File: config.mk
export PLATFORM = sky130hd
export DESIGN_NAME = id_ex_pipeline_reg
export DESIGN_NICKNAME = d
export VERILOG_FILES = /design/src/rtl/id_ex_pipeline_reg.sv
export SDC_FILE = /design/constraint.sdc
export NUM_CORES = 1
export LEC_CHECK = 0
export ABC_CLOCK_PERIOD_IN_PS = 2100
export BUFFER_PORTS_ARGS = -buffer_cell sky130_fd_sc_hd__buf_2
export CORE_AREA = 2 2 145 147
export DETAILED_ROUTE_END_ITERATION = 6
export DIE_AREA = 0 0 147 149
export MAX_ROUTING_LAYER = met4
export PLACE_DENSITY = 0.77
export SLEW_MARGIN = 20
export SYNTH_ARGS = -nofsm -noshare
export SYNTH_HDL_FRONTEND = slang
export SYNTH_SLANG_ARGS = --single-unit
File: constraint.sdc
create_clock -name clk -period 2.1 [get_ports clk]
set_input_delay 0.21 -clock clk [delete_from_list [all_inputs] [get_ports clk]]
set_output_delay 0.21 -clock clk [all_outputs]
set_load 0.02 [all_outputs]
File: src/rtl/id_ex_pipeline_reg.sv
// ID/EX pipeline register: captures the decoded control bundle and operand fields for EX, with hold, flush and bubble counting.
// Optional load-use hazard detection is built in when ID_EX_LOADUSE_DETECT_EN is defined.
module id_ex_pipeline_reg #(
  parameter int DATA_W = 32,
  parameter int CNT_W  = 16
) (
  input  logic              clk,
  input  logic              rst_n,
  input  logic              hold,
  input  logic              flush,
  input  logic              id_valid,
  input  logic [19:0]       id_ctrl,
  input  logic [DATA_W-1:0] id_pc4,
  input  logic [DATA_W-1:0] id_rs_data,
  input  logic [DATA_W-1:0] id_rt_data,
  input  logic [DATA_W-1:0] id_imm,
  input  logic [4:0]        id_rs,
  input  logic [4:0]        id_rt,
  input  logic [4:0]        id_rd,
  input  logic [4:0]        id_shamt,
  input  logic [5:0]        id_funct,
  output logic              ex_valid,
  output logic [19:0]       ex_ctrl,
  output logic [DATA_W-1:0] ex_pc4,
  output logic [DATA_W-1:0] ex_rs_data,
  output logic [DATA_W-1:0] ex_rt_data,
  output logic [DATA_W-1:0] ex_imm,
  output logic [4:0]        ex_rs,
  output logic [4:0]        ex_rt,
  output logic [4:0]        ex_rd,
  output logic [4:0]        ex_shamt,
  output logic [5:0]        ex_funct,
  output logic              load_use_stall,
  output logic [CNT_W-1:0]  bubble_cnt
);

  localparam int MEM_READ_BIT = 18;

  logic loadBubble;
  logic cntSat;

`ifdef ID_EX_LOADUSE_DETECT_EN
  // A load in EX whose destination feeds the ID instruction cannot forward in time.
  assign load_use_stall = ex_valid & ex_ctrl[MEM_READ_BIT] & (ex_rt != 5'd0) & id_valid &
                          ((ex_rt == id_rs) | (ex_rt == id_rt));
`else
  assign load_use_stall = 1'b0;
`endif

  assign loadBubble = flush | load_use_stall;
  assign cntSat     = &bubble_cnt;

  always_ff @(posedge clk or negedge rst_n) begin
    if (!rst_n) begin
      ex_valid   <= 1'b0;
      ex_ctrl    <= '0;
      ex_pc4     <= '0;
      ex_rs_data <= '0;
      ex_rt_data <= '0;
      ex_imm     <= '0;
      ex_rs      <= '0;
      ex_rt      <= '0;
      ex_rd      <= '0;
      ex_shamt   <= '0;
      ex_funct   <= '0;
      bubble_cnt <= '0;
    end else if (loadBubble) begin
      ex_valid   <= 1'b0;
      ex_ctrl    <= '0;
      ex_pc4     <= '0;
      ex_rs_data <= '0;
      ex_rt_data <= '0;
      ex_imm     <= '0;
      ex_rs      <= '0;
      ex_rt      <= '0;
      ex_rd      <= '0;
      ex_shamt   <= '0;
      ex_funct   <= '0;
      if (!cntSat) bubble_cnt <= bubble_cnt + 1'b1;
    end else if (!hold) begin
      ex_valid   <= id_valid;
      // Invalid slots carry no control so a stray RegWrite/MemWrite can never commit.
      ex_ctrl    <= id_valid ? id_ctrl : 20'd0;
      ex_pc4     <= id_pc4;
      ex_rs_data <= id_rs_data;
      ex_rt_data <= id_rt_data;
      ex_imm     <= id_imm;
      ex_rs      <= id_rs;
      ex_rt      <= id_rt;
      ex_rd      <= id_rd;
      ex_shamt   <= id_shamt;
      ex_funct   <= id_funct;
    end
  end

endmodule

==> results.yml, run 1 <==
hold_path:
  hold_path.class: "primary input to flip-flop"
  holdPathEnd: "ex_ctrl[18]$_DFFE_PN0P_"
  hold_path_depth: 2
  hp-start: "id_ctrl[18]"
clock_network:
  cts_tree: "built"
  htreeDepth: 4
  clk_pin_slew_ns: 0.07
  numCtsBuffers: 17
  post_cts_buffers: 0
  clockRootBuffer: "clkbuf_16"
  cts_sinks: 191
  clock_latency_ns: 0.41
  clock_path_buffers: 2
sta:
  fmax_mhz: 595.0
  period_share_pct: 80.04
  grt_setup_unrepaired: "false"
  setup_viol: 0
  tns_ns: 0
  setup_slack_ns: 0.4192
  final.setup_skew_ns: 0.007514
  min_period_ns: 1.681
  finalHoldViolations: 0
  hold_slack_ns: 0.02223
  finalMaxSlewViolations: 0
  maxSlewHeadroom_pct: 45.52
  tightest_slew_ns: 0.8172
yosys:
  synth_most_common_cell: "dfrtp_1"
  ys_seq_area_share_pct: 62.13
  synth-xor-area-share_pct: 1.594
  synthAdderAreaFrac_pct: 0.1627
  synth.distinct_cells: 30
  synth_top_family_by_area: "multiplexers"
  yosysWarnings: 0
  synth.net_count: 796
  synthMuxAreaShare_pct: 20.04
  synth-simple-area-share_pct: 10.44
  synth-async-reset-ratio_pct: 100.0
  synthTopCellsByArea: "dfrtp_1 62%, mux2i_1 20%, nor2_1 7.7%"
  synth-edff-count: 0
  synth_common_cells: "191 x dfrtp_1, 157 x nor2_1, 154 x mux2i_1"
  synth_seq_cells: 191
  synth-compound-area-share_pct: 3.139
  yosysTopAreaCell: "dfrtp_1"
  synth_top_cell_area_share_pct: 62.13
  syn_area_per_cell_um2: 12.49
  yosys_most_used_dff: "dfrtp_1"
  netlist_area_um2: 7692
  synthCells: 616
pwr:
  power.share.switching_pct: 29.06
  p_leak_nw: 6.101
  power.switching_mw: 2.575
  intPower_mw: 6.285
  vdd_drop_max_v: 0.0005310
  powerDensity_nw_per_um2: 832.2
  seqPwrFrac_pct: 46.6
  combPwrFrac_pct: 16.7
  pwr-share-clk_pct: 36.7
setup_path:
  r2r-end: "bubble_cnt[10]$_DFFE_PN0P_"
  critPathBufInv: 0
  r2r_slack_ns: 0.42
  worstPathRequired_ns: 2.44
  worstSetupPathType: "flip-flop to flip-flop"
  r2r_start: "bubble_cnt[0]$_DFFE_PN0P_"
  worst_setup_path_start_kind: "flip-flop"
  cp.arrival_ns: 2.02
  critPathCaptureType: "flip-flop"
  cp_top_family: "simple AND/OR/NAND/NOR gates"
  slowest_stage: "dfrtp_1"
  max_stage_delay_ns: 0.42
  crit_fanout: 5
  r2r_cells: 5
  path_cells: "ha_1 -> nand3_1 -> or3_4 -> nor3_1 -> xor2_1"
detailed_routing:
  routedWlPerCell_um: 15.33
  drt_first_pass_iters: 4
  route.detailed.drc: 0
  antenna_left: 0
  wl_mm: 19.69
  drtIter0Drc: 217
  num_vias: 5969
  via_per_inst: 4.649
die:
  core-area_um2: 20560
  fp.dieArea_um2: 21900
  initial_core_util_pct: 37.42
  std_cell_rows: 53
  die_x_um: 147
  pin_count: 371
  fp.dieH_um: 149
job:
  drv_cap: 0
layout:
  area_delta_synth_final_pct: 38.40
  nNetsFinal: 1173
  design_area_um2: 10650
  layout-drive-gt1-share_pct: 42.45
  fin_cells: 1284
grt:
  antenna_found_initial: 3
  grt_pass1_wl_mm: 30.44
  grt_max_degree: 74
  grt_usage_pct: 17.97
  first_global_vias: 5990
  grt_overflow: 0
place:
  portBuffers: 369
  gp_congestion: 0.8558
  dp_slack_ns: 0.4147
  place_area_um2: 9931
  dp_hpwl_mm: 14.20
  placedCellCount: 1238
outcome:
  status: "completed"
worst max-delay path by stage:
stage	from	to	slack, ns	depth (start not counted)
floorplan	bubble_cnt[0]$_DFFE_PN0P_	bubble_cnt[10]$_DFFE_PN0P_	0.41	5
global placement	bubble_cnt[0]$_DFFE_PN0P_	bubble_cnt[10]$_DFFE_PN0P_	0.47	5
detailed placement	bubble_cnt[0]$_DFFE_PN0P_	bubble_cnt[10]$_DFFE_PN0P_	0.41	5
CTS	bubble_cnt[0]$_DFFE_PN0P_	bubble_cnt[10]$_DFFE_PN0P_	0.41	5
global route	bubble_cnt[0]$_DFFE_PN0P_	bubble_cnt[10]$_DFFE_PN0P_	0.27	5
finish	bubble_cnt[0]$_DFFE_PN0P_	bubble_cnt[10]$_DFFE_PN0P_	0.42	5
power groups by stage:
stage / logic [mW] / registers [mW] / clock network [mW]
2_1_floorplan: 0.510 / 4.49 / 0
3_3_place_gp: 1.47 / 4.18 / 0
3_5_place_dp: 1.49 / 4.19 / 0
4_1_cts: 1.51 / 4.12 / 3.35
5_1_grt: 1.60 / 4.16 / 3.50
6_report: 1.48 / 4.13 / 3.25
cells by family after synthesis:
family / count (synthesis)
xor gates and xnor gates: 14
muxes: 154
AOI/OAI and AO/OA: 25
adders and majority gates: 1
other: 1
buffers and inverters: 41
and+or+nand+nor: 189
DFF: 191
flip-flops by register name, summed over array words and instances, names as in the netlist:
signal,cells
bubble_cnt,16
ex_ctrl,20
ex_rs_data,32
ex_rt,5
ex_imm,32
ex_rs,5
ex_rd,5
ex_shamt,5
ex_valid,1
ex_pc4,32
ex_rt_data,32
ex_funct,6
layout by cell type (no fill, tap or decap), types with 2 or more instances in the layout:
cell | netlist | final
inv_1 | 2 | 2
nor2_1 | 157 | 157
mux2i_1 | 154 | 154
buf_12 | 0 | 6
inv_6 | 0 | 4
nand4_1 | 5 | 5
clkinv_4 | 0 | 3
nand4_2 | 2 | 2
clkbuf_8 | 0 | 4
clkbuf_16 | 0 | 17
diode_2 | 0 | 3
dfrtp_1 | 191 | 191
buf_2 | 24 | 366
a22o_1 | 20 | 20
nand3_1 | 3 | 3
inv_8 | 0 | 3
dlygate4sd3_1 | 0 | 11
nor3_1 | 3 | 3
o21ai_0 | 2 | 2
nand2_1 | 10 | 10
xnor2_1 | 9 | 9
nor3b_2 | 1 | 2
xor2_1 | 5 | 5
buf_4 | 1 | 12
final cells by class:
class                      count  area, µm²
clock inverter                12      141.4
timing repair buffer         397       2180
clock buffer                  20      456.7
inverter                       2      7.507
tap                          275      344.1
multi-input combinational    384       2730
sequential                   191       4780
fill                        1834       9911
antenna                        3      7.507
metrics by stage:
step	power (mW)	util, %
floorplan	5.005	-
global route	9.268	51.79
detailed placement	5.678	48.31
global placement	5.645	48.31
CTS	8.978	51.75
finish	8.860	51.79
layer usage:
metal | global-route usage, % | wire [µm] | vias up
li1 | - | - | 2838
met1 | 22.33 | 8391 | 2846
met2 | 28.73 | 9488 | 257
met3 | 4.648 | 1363 | 28
met4 | 6.394 | 445 | 0
met5 | - | 0 | -
what timing repair did:
action / in CTS / in global routing
hold endpoints to repair: 64 / 0
gates resized for setup: 0 / 0
hold buffers: 11 / 0
Note: power is estimated with default switching activity, not from simulation.
==> run 2, diff against run 1 <==
--- a/config.mk
+++ b/config.mk
@@ -5,13 +5,13 @@
 export SDC_FILE = /design/constraint.sdc
 export NUM_CORES = 1
 export LEC_CHECK = 0
-export ABC_CLOCK_PERIOD_IN_PS = 2100
+export ABC_CLOCK_PERIOD_IN_PS = 1400
 export BUFFER_PORTS_ARGS = -buffer_cell sky130_fd_sc_hd__buf_2
-export CORE_AREA = 2 2 145 147
+export CORE_AREA = 2 2 143 145
 export DETAILED_ROUTE_END_ITERATION = 6
-export DIE_AREA = 0 0 147 149
+export DIE_AREA = 0 0 145 147
 export MAX_ROUTING_LAYER = met4
-export PLACE_DENSITY = 0.77
+export PLACE_DENSITY = 0.81
 export SLEW_MARGIN = 20
 export SYNTH_ARGS = -nofsm -noshare
 export SYNTH_HDL_FRONTEND = slang
==> constraint.sdc (replaced) <==
create_clock -name clk -period 1.4 [get_ports clk]
set_input_delay 0.14 -clock clk [delete_from_list [all_inputs] [get_ports clk]]
set_output_delay 0.14 -clock clk [all_outputs]
set_load 0.02 [all_outputs]
==> run 2 against run 1 <==
Net effect:
- the flow now finishes with violations (setup timing)
- via count rose by 20%
- flip-flop and latch count did not move
- clock skew rose by 0.0037 ns
- largest power group unchanged
- count of clock-buffer cells in the layout did not move
- critical endpoint is now bubble_cnt[13]$_DFFE_PN0P_
- total power rose by 59%
- setup slack got worse by 0.51 ns
==> results.yml, run 2 (synthesis gave the netlist of run 1 again) <==
outcome:
  status: "complete, but fails checks"
  violations: "setup timing"
sta:
  finalHoldViolations: 0
  finalMaxSlewViolations: 0
  period_share_pct: 106.5
  hold_slack_ns: 0.01041
  tns_ns: -0.3418
  fmax_mhz: 670.7
  min_period_ns: 1.491
  setup_slack_ns: -0.09090
  setup_viol: 11
  final.setup_skew_ns: 0.01124
  grt_setup_unrepaired: "true"
job:
  drv_cap: 0
pwr:
  intPower_mw: 9.828
  p_leak_nw: 6.974
  power.switching_mw: 4.236
  powerDensity_nw_per_um2: 1109
  combPwrFrac_pct: 22.1
  power.share.switching_pct: 30.12
  pwr-share-clk_pct: 33.6
  vdd_drop_max_v: 0.0007721
  seqPwrFrac_pct: 44.2
die:
  fp.dieH_um: 147
  pin_count: 371
  die_x_um: 145
  std_cell_rows: 52
  initial_core_util_pct: 38.76
  core-area_um2: 19840
  fp.dieArea_um2: 21320
place:
  gp_congestion: 0.8313
  dp_slack_ns: -0.07137
  portBuffers: 369
  dp_hpwl_mm: 15.40
  placedCellCount: 1266
layout:
  layout-drive-gt1-share_pct: 40.53
  area_delta_synth_final_pct: 64.82
  layout_commonest_cell: "buf_2"
  antenna_cells: 0
  fin_cells: 1474
  mostFrequentLayoutCells: "364 x buf_2, 177 x dfrtp_1, 173 x dlygate4sd3_1"
  nNetsFinal: 1371
  postLayoutCoreUtil_pct: 63.89
clock_network:
  cts_sinks: 191
  clock_latency_ns: 0.42
  numCtsBuffers: 17
  cts_tree: "built"
  clock_path_buffers: 2
  clockRootBuffer: "clkbuf_16"
  clk_pin_slew_ns: 0.07
  htreeDepth: 4
detailed_routing:
  via_per_inst: 4.876
  routedWlPerCell_um: 17.73
  num_vias: 7187
  antenna_left: 0
  route.detailed.drc: 0
  drtIter0Drc: 317
  wl_mm: 26.14
  drt_first_pass_iters: 5
setup_path:
  max_stage_delay_ns: 0.57
  slowest_stage: "o41a_4"
  worst_setup_path_start_kind: "flip-flop"
  cp_top_family: "compound AO/OA/AOI/OAI gates"
  path_cells: "nand4_4 -> o41a_4 -> nand4_1 -> xnor2_1"
  worstPathRequired_ns: 1.73
  crit_fanout: 8
  critPathCaptureType: "flip-flop"
  cp.arrival_ns: 1.82
  worstSetupPathType: "flip-flop to flip-flop"
  critPathBufInv: 0
grt:
  first_global_vias: 7773
  grt_pass1_wl_mm: 41.10
  grt_max_degree: 82
  grt_overflow: 0
  antenna_found_initial: 0
  grt_usage_pct: 25.03
hold_path:
  hold_path.class: "primary input to flip-flop"
[run 2: cell types whose count changed in the layout (fill, tap and decap cells not counted), moves of 6 or more]
cell,before,now
buf_6,0,6
dfrtp_1,191,177
buf_4,12,41
dlygate4sd3_1,11,173
dfrtp_2,0,14
[run 2: worst register-to-register path, cell delays in order (launching register included)]
cell and delay [ns]:
dfrtp_2 0.42, nand4_4 0.12, o41a_4 0.57, nand4_1 0.15, xnor2_1 0.14
[run 2: per-layer routing]
layer | vias to the layer above | routed length, µm | GRT usage, %
li1 | 3237 | - | -
met1 | 3521 | 10090 | 28.71
met4 | 0 | 1009 | 10.99
met3 | 65 | 1760 | 5.683
met2 | 364 | 13280 | 42.33
met5 | - | 0 | -
[run 2: power by group through the flow]
stage	sequential, mW	clock (mW)	combinational, mW
3_5_place_dp	6.27	0	2.59
5_1_grt	6.26	5.03	3.32
2_1_floorplan	6.78	0	0.802
3_3_place_gp	6.24	0	2.53
6_report	6.22	4.73	3.12
4_1_cts	6.17	4.82	2.98
[run 2: what timing repair did]
action,CTS,global route
buffers inserted,0,3
pin swaps,4,3
endpoints found under the hold margin,260,0
hold buffers,173,0
endpoints found under the setup margin,14,16
resized for setup,3,14
[run 2: through the flow]
stage | power [mW] | cell area [µm²]
3_5_place_dp | 8.852 | 10270
6_report | 14.06 | 12680
2_1_floorplan | 7.582 | 7752
5_1_grt | 14.61 | 12680
4_1_cts | 13.96 | 12600
3_3_place_gp | 8.776 | 10270
[run 2: final timing paths]
kind | end | depth (start not counted) | startpoint | slack [ns]
worst min-delay path | ex_rs_data[8]$_DFFE_PN0P_ | 3 | id_rs_data[8] | 0.01
min in group asynchronous | ex_rt_data[26]$_DFFE_PN0P_ | 2 | rst_n | 0.25
worst max register to register | bubble_cnt[13]$_DFFE_PN0P_ | 4 | bubble_cnt[8]$_DFFE_PN0P_ | -0.09
worst max-delay path | bubble_cnt[13]$_DFFE_PN0P_ | 4 | bubble_cnt[8]$_DFFE_PN0P_ | -0.09
worst min register to register | ex_valid$_DFFE_PN0P_ | 1 | ex_valid$_DFFE_PN0P_ | 0.49
max in group asynchronous | ex_pc4[16]$_DFFE_PN0P_ | 3 | rst_n | 0.58
[run 2: area by class of cell]
type	instances	area, µm²
inverter	2	7.507
fill	1377	7166
clock buffer	20	456.7
timing repair buffer	595	4136
sequential	191	4797
tap	270	337.8
clock inverter	12	115.1
multi-input combinational	384	2828
==> run 3, diff against run 2 <==
--- a/config.mk
+++ b/config.mk
@@ -5,11 +5,12 @@
 export SDC_FILE = /design/constraint.sdc
 export NUM_CORES = 1
 export LEC_CHECK = 0
+export ABC_AREA = 1
 export ABC_CLOCK_PERIOD_IN_PS = 1400
 export BUFFER_PORTS_ARGS = -buffer_cell sky130_fd_sc_hd__buf_2
-export CORE_AREA = 2 2 143 145
+export CORE_AREA = 2 2 144 146
 export DETAILED_ROUTE_END_ITERATION = 6
-export DIE_AREA = 0 0 145 147
+export DIE_AREA = 0 0 146 148
 export MAX_ROUTING_LAYER = met4
 export PLACE_DENSITY = 0.81
 export SLEW_MARGIN = 20
==> run 3 against run 2 <==
Net effect:
- the flow still finishes with violations (setup timing)
- die area grew 1.4%
- maximum frequency rose by 6.1%
- final cell count up 16%
- via count grew 22%
- setup slack improved by 0.085 ns
- utilization down 1.5 points
- critical path depth increased by 3
- register-to-register slack better by 0.09 ns
- critical endpoint is now bubble_cnt[10]$_DFFE_PN0P_
- largest cell class unchanged
- largest power group unchanged
- highest routed layer unchanged
==> results.yml, run 3 <==
outcome:
  status: "complete, but fails checks"
  violations: "setup timing"
hold_path:
  holdPathEnd: "ex_ctrl[0]$_DFFE_PN0P_"
  hold_path.class: "primary input to flip-flop"
  hold_path_depth: 3
  hp-start: "hold"
yosys:
  netlist_area_um2: 7861
  synth_most_common_cell: "nand2_1"
  synth_top_cell_area_share_pct: 60.80
  yosysWarnings: 0
  yosysTopAreaCell: "dfrtp_1"
  synth_seq_cells: 191
  ys_seq_area_share_pct: 60.80
  synth-edff-count: 0
  synthCells: 900
  synth-async-reset-ratio_pct: 100.0
  syn_area_per_cell_um2: 8.735
  yosys_most_used_dff: "dfrtp_1"
  synth.distinct_cells: 23
  synth_common_cells: "383 x nand2_1, 203 x nand3_1, 191 x dfrtp_1"
  synth.net_count: 1080
  synthTopCellsByArea: "dfrtp_1 61%, nand2_1 18%, nand3_1 13%"
sta:
  tns_ns: -0.01030
  fmax_mhz: 711.3
  setup_viol: 2
  grt_setup_unrepaired: "true"
  setup_slack_ns: -0.005804
  finalHoldViolations: 0
  period_share_pct: 100.4
  final.setup_skew_ns: 0.006095
  maxSlewHeadroom_pct: 63.20
  min_period_ns: 1.406
  tightest_slew_ns: 0.5520
  finalMaxSlewViolations: 0
clock_network:
  cts_sinks: 191
  cts_tree: "built"
  clockRootBuffer: "clkbuf_16"
  htreeDepth: 4
  clock_path_buffers: 2
  clk_pin_slew_ns: 0.07
  clock_latency_ns: 0.42
  numCtsBuffers: 17
layout:
  area_delta_synth_final_pct: 58.98
  design_area_um2: 12500
  layout_commonest_cell: "nand2_1"
  fin_cells: 1715
  mostFrequentLayoutCells: "380 x nand2_1, 367 x buf_2, 202 x nand3_1"
  layout-drive-gt1-share_pct: 31.44
  postLayoutCoreUtil_pct: 62.37
  nNetsFinal: 1611
die:
  initial_core_util_pct: 39.23
  std_cell_rows: 52
  pin_count: 371
  fp.dieArea_um2: 21610
  die_x_um: 146
  fp.dieH_um: 148
  core-area_um2: 20040
setup_path:
  r2r-end: "bubble_cnt[10]$_DFFE_PN0P_"
  worstPathRequired_ns: 1.71
  crit_fanout: 4
  critPathCaptureType: "flip-flop"
  worst_setup_path_start_kind: "flip-flop"
  r2r_slack_ns: -0.006
  cp.arrival_ns: 1.72
  worstSetupPathType: "flip-flop to flip-flop"
  r2r_cells: 7
  r2r_start: "bubble_cnt[5]$_DFFE_PN0P_"
pwr:
  vdd_drop_max_v: 0.0007619
  powerDensity_nw_per_um2: 1061
  power_mw: 13.26
  p_leak_nw: 7.124
detailed_routing:
  drtIter0Drc: 639
  via_per_inst: 5.108
  route.detailed.drc: 0
  num_vias: 8760
  routedWlPerCell_um: 16.74
  drt_first_pass_iters: 5
  antenna_left: 0
  wl_mm: 28.70
grt:
  grt_max_degree: 93
  first_global_vias: 8824
  grt_overflow: 0
  grt_usage_pct: 26.29
  antenna_found_initial: 1
  grt_pass1_wl_mm: 44.52
place:
  gp_congestion: 0.8501
  portBuffers: 369
  dp_hpwl_mm: 15.82
  placedCellCount: 1496
  place_area_um2: 10060
job:
  drv_cap: 0
run 3: changes by cell type after synthesis, sizes merged, moves of 2 or more:
| cell | previous run | this run |
|---|---|---|
| inv | 2 | 17 |
| xor2 | 5 | 2 |
| nor3b | 2 | 0 |
| nor2 | 157 | 18 |
| xnor2 | 9 | 3 |
| mux2i | 154 | 0 |
| a22o | 20 | 0 |
| nand3 | 3 | 203 |
| buf | 25 | 49 |
| nand2 | 10 | 388 |
| clkbuf | 14 | 12 |
| o21ai | 2 | 4 |
| nor4 | 2 | 0 |
run 3: per-layer routing:
metal / part of all wire, % / routed length [µm] / track usage (%)
met1: 39 / 11120 / 31.39
met2: 49 / 14060 / 42.92
met3: 8.4 / 2412 / 5.926
met4: 3.9 / 1107 / 11.80
met5: 0 / 0 / -
run 3: cells by family after synthesis:
family / synth area share (%)
simple gates: 33.68
compound gates: 0.2545
flops: 60.80
other cells: 0.04770
buf+inv: 4.504
fa+ha+maj: 0.1591
xor+xnor: 0.5572
run 3: critical path, cell delays in order (launching register included):
cell     delay [ns]
dfrtp_1        0.41
nand2_1        0.12
nor2_2         0.24
nand2_4        0.11
nor2_4         0.13
nand2_2        0.09
o21ai_1        0.13
nand2_1        0.07
run 3: stage by stage:
stage,hold slack (ns),setup WS (ns)
after floorplan,-0.1556,0.02701
after global placement,0.05098,0.04604
after detailed placement,0.05214,-0.05056
after CTS,0.004469,0.01912
after global routing,0.01935,-0.09565
final,0.02956,-0.005804
run 3: worst max-delay path by stage:
stage / slack (ns) / to / cells past startpoint / start
6_report: -0.006 / bubble_cnt[10]$_DFFE_PN0P_ / 7 / bubble_cnt[5]$_DFFE_PN0P_
5_1_grt: -0.1 / bubble_cnt[2]$_DFFE_PN0P_ / 8 / bubble_cnt[5]$_DFFE_PN0P_
4_1_cts: 0.02 / bubble_cnt[2]$_DFFE_PN0P_ / 9 / bubble_cnt[1]$_DFFE_PN0P_
3_5_place_dp: -0.05 / bubble_cnt[9]$_DFFE_PN0P_ / 8 / bubble_cnt[0]$_DFFE_PN0P_
3_3_place_gp: 0.05 / bubble_cnt[9]$_DFFE_PN0P_ / 8 / bubble_cnt[0]$_DFFE_PN0P_
2_1_floorplan: 0.03 / bubble_cnt[10]$_DFFE_PN0P_ / 8 / bubble_cnt[0]$_DFFE_PN0P_
run 3: layout make-up:
class,instances,area (µm²)
fill,1531,7541
sequential,191,4786
timing repair buffer,573,3964
multi-input combinational,631,2793
clock buffer,20,436.7
tap,270,337.8
clock inverter,12,107.6
inverter,17,71.32
antenna,1,2.502
run 3: report_power, final:
part	total (mW)	internal [mW]	leakage, nW	switching [mW]
clock	4.56	2.33	0.246	2.23
sequential	6.11	5.86	2.54	0.254
combinational	2.59	1.10	4.34	1.49
total	13.3	9.28	7.12	3.97
run 3: what timing repair did:
item / 4_1_cts / 5_1_grt
buffers inserted: 6 / 6
setup endpoints to repair: 8 / 15
gates cloned: 0 / 0
hold buffers: 175 / 0
pin swaps: 5 / 7
gates resized for setup: 5 / 13
endpoints found under the hold margin: 365 / 0
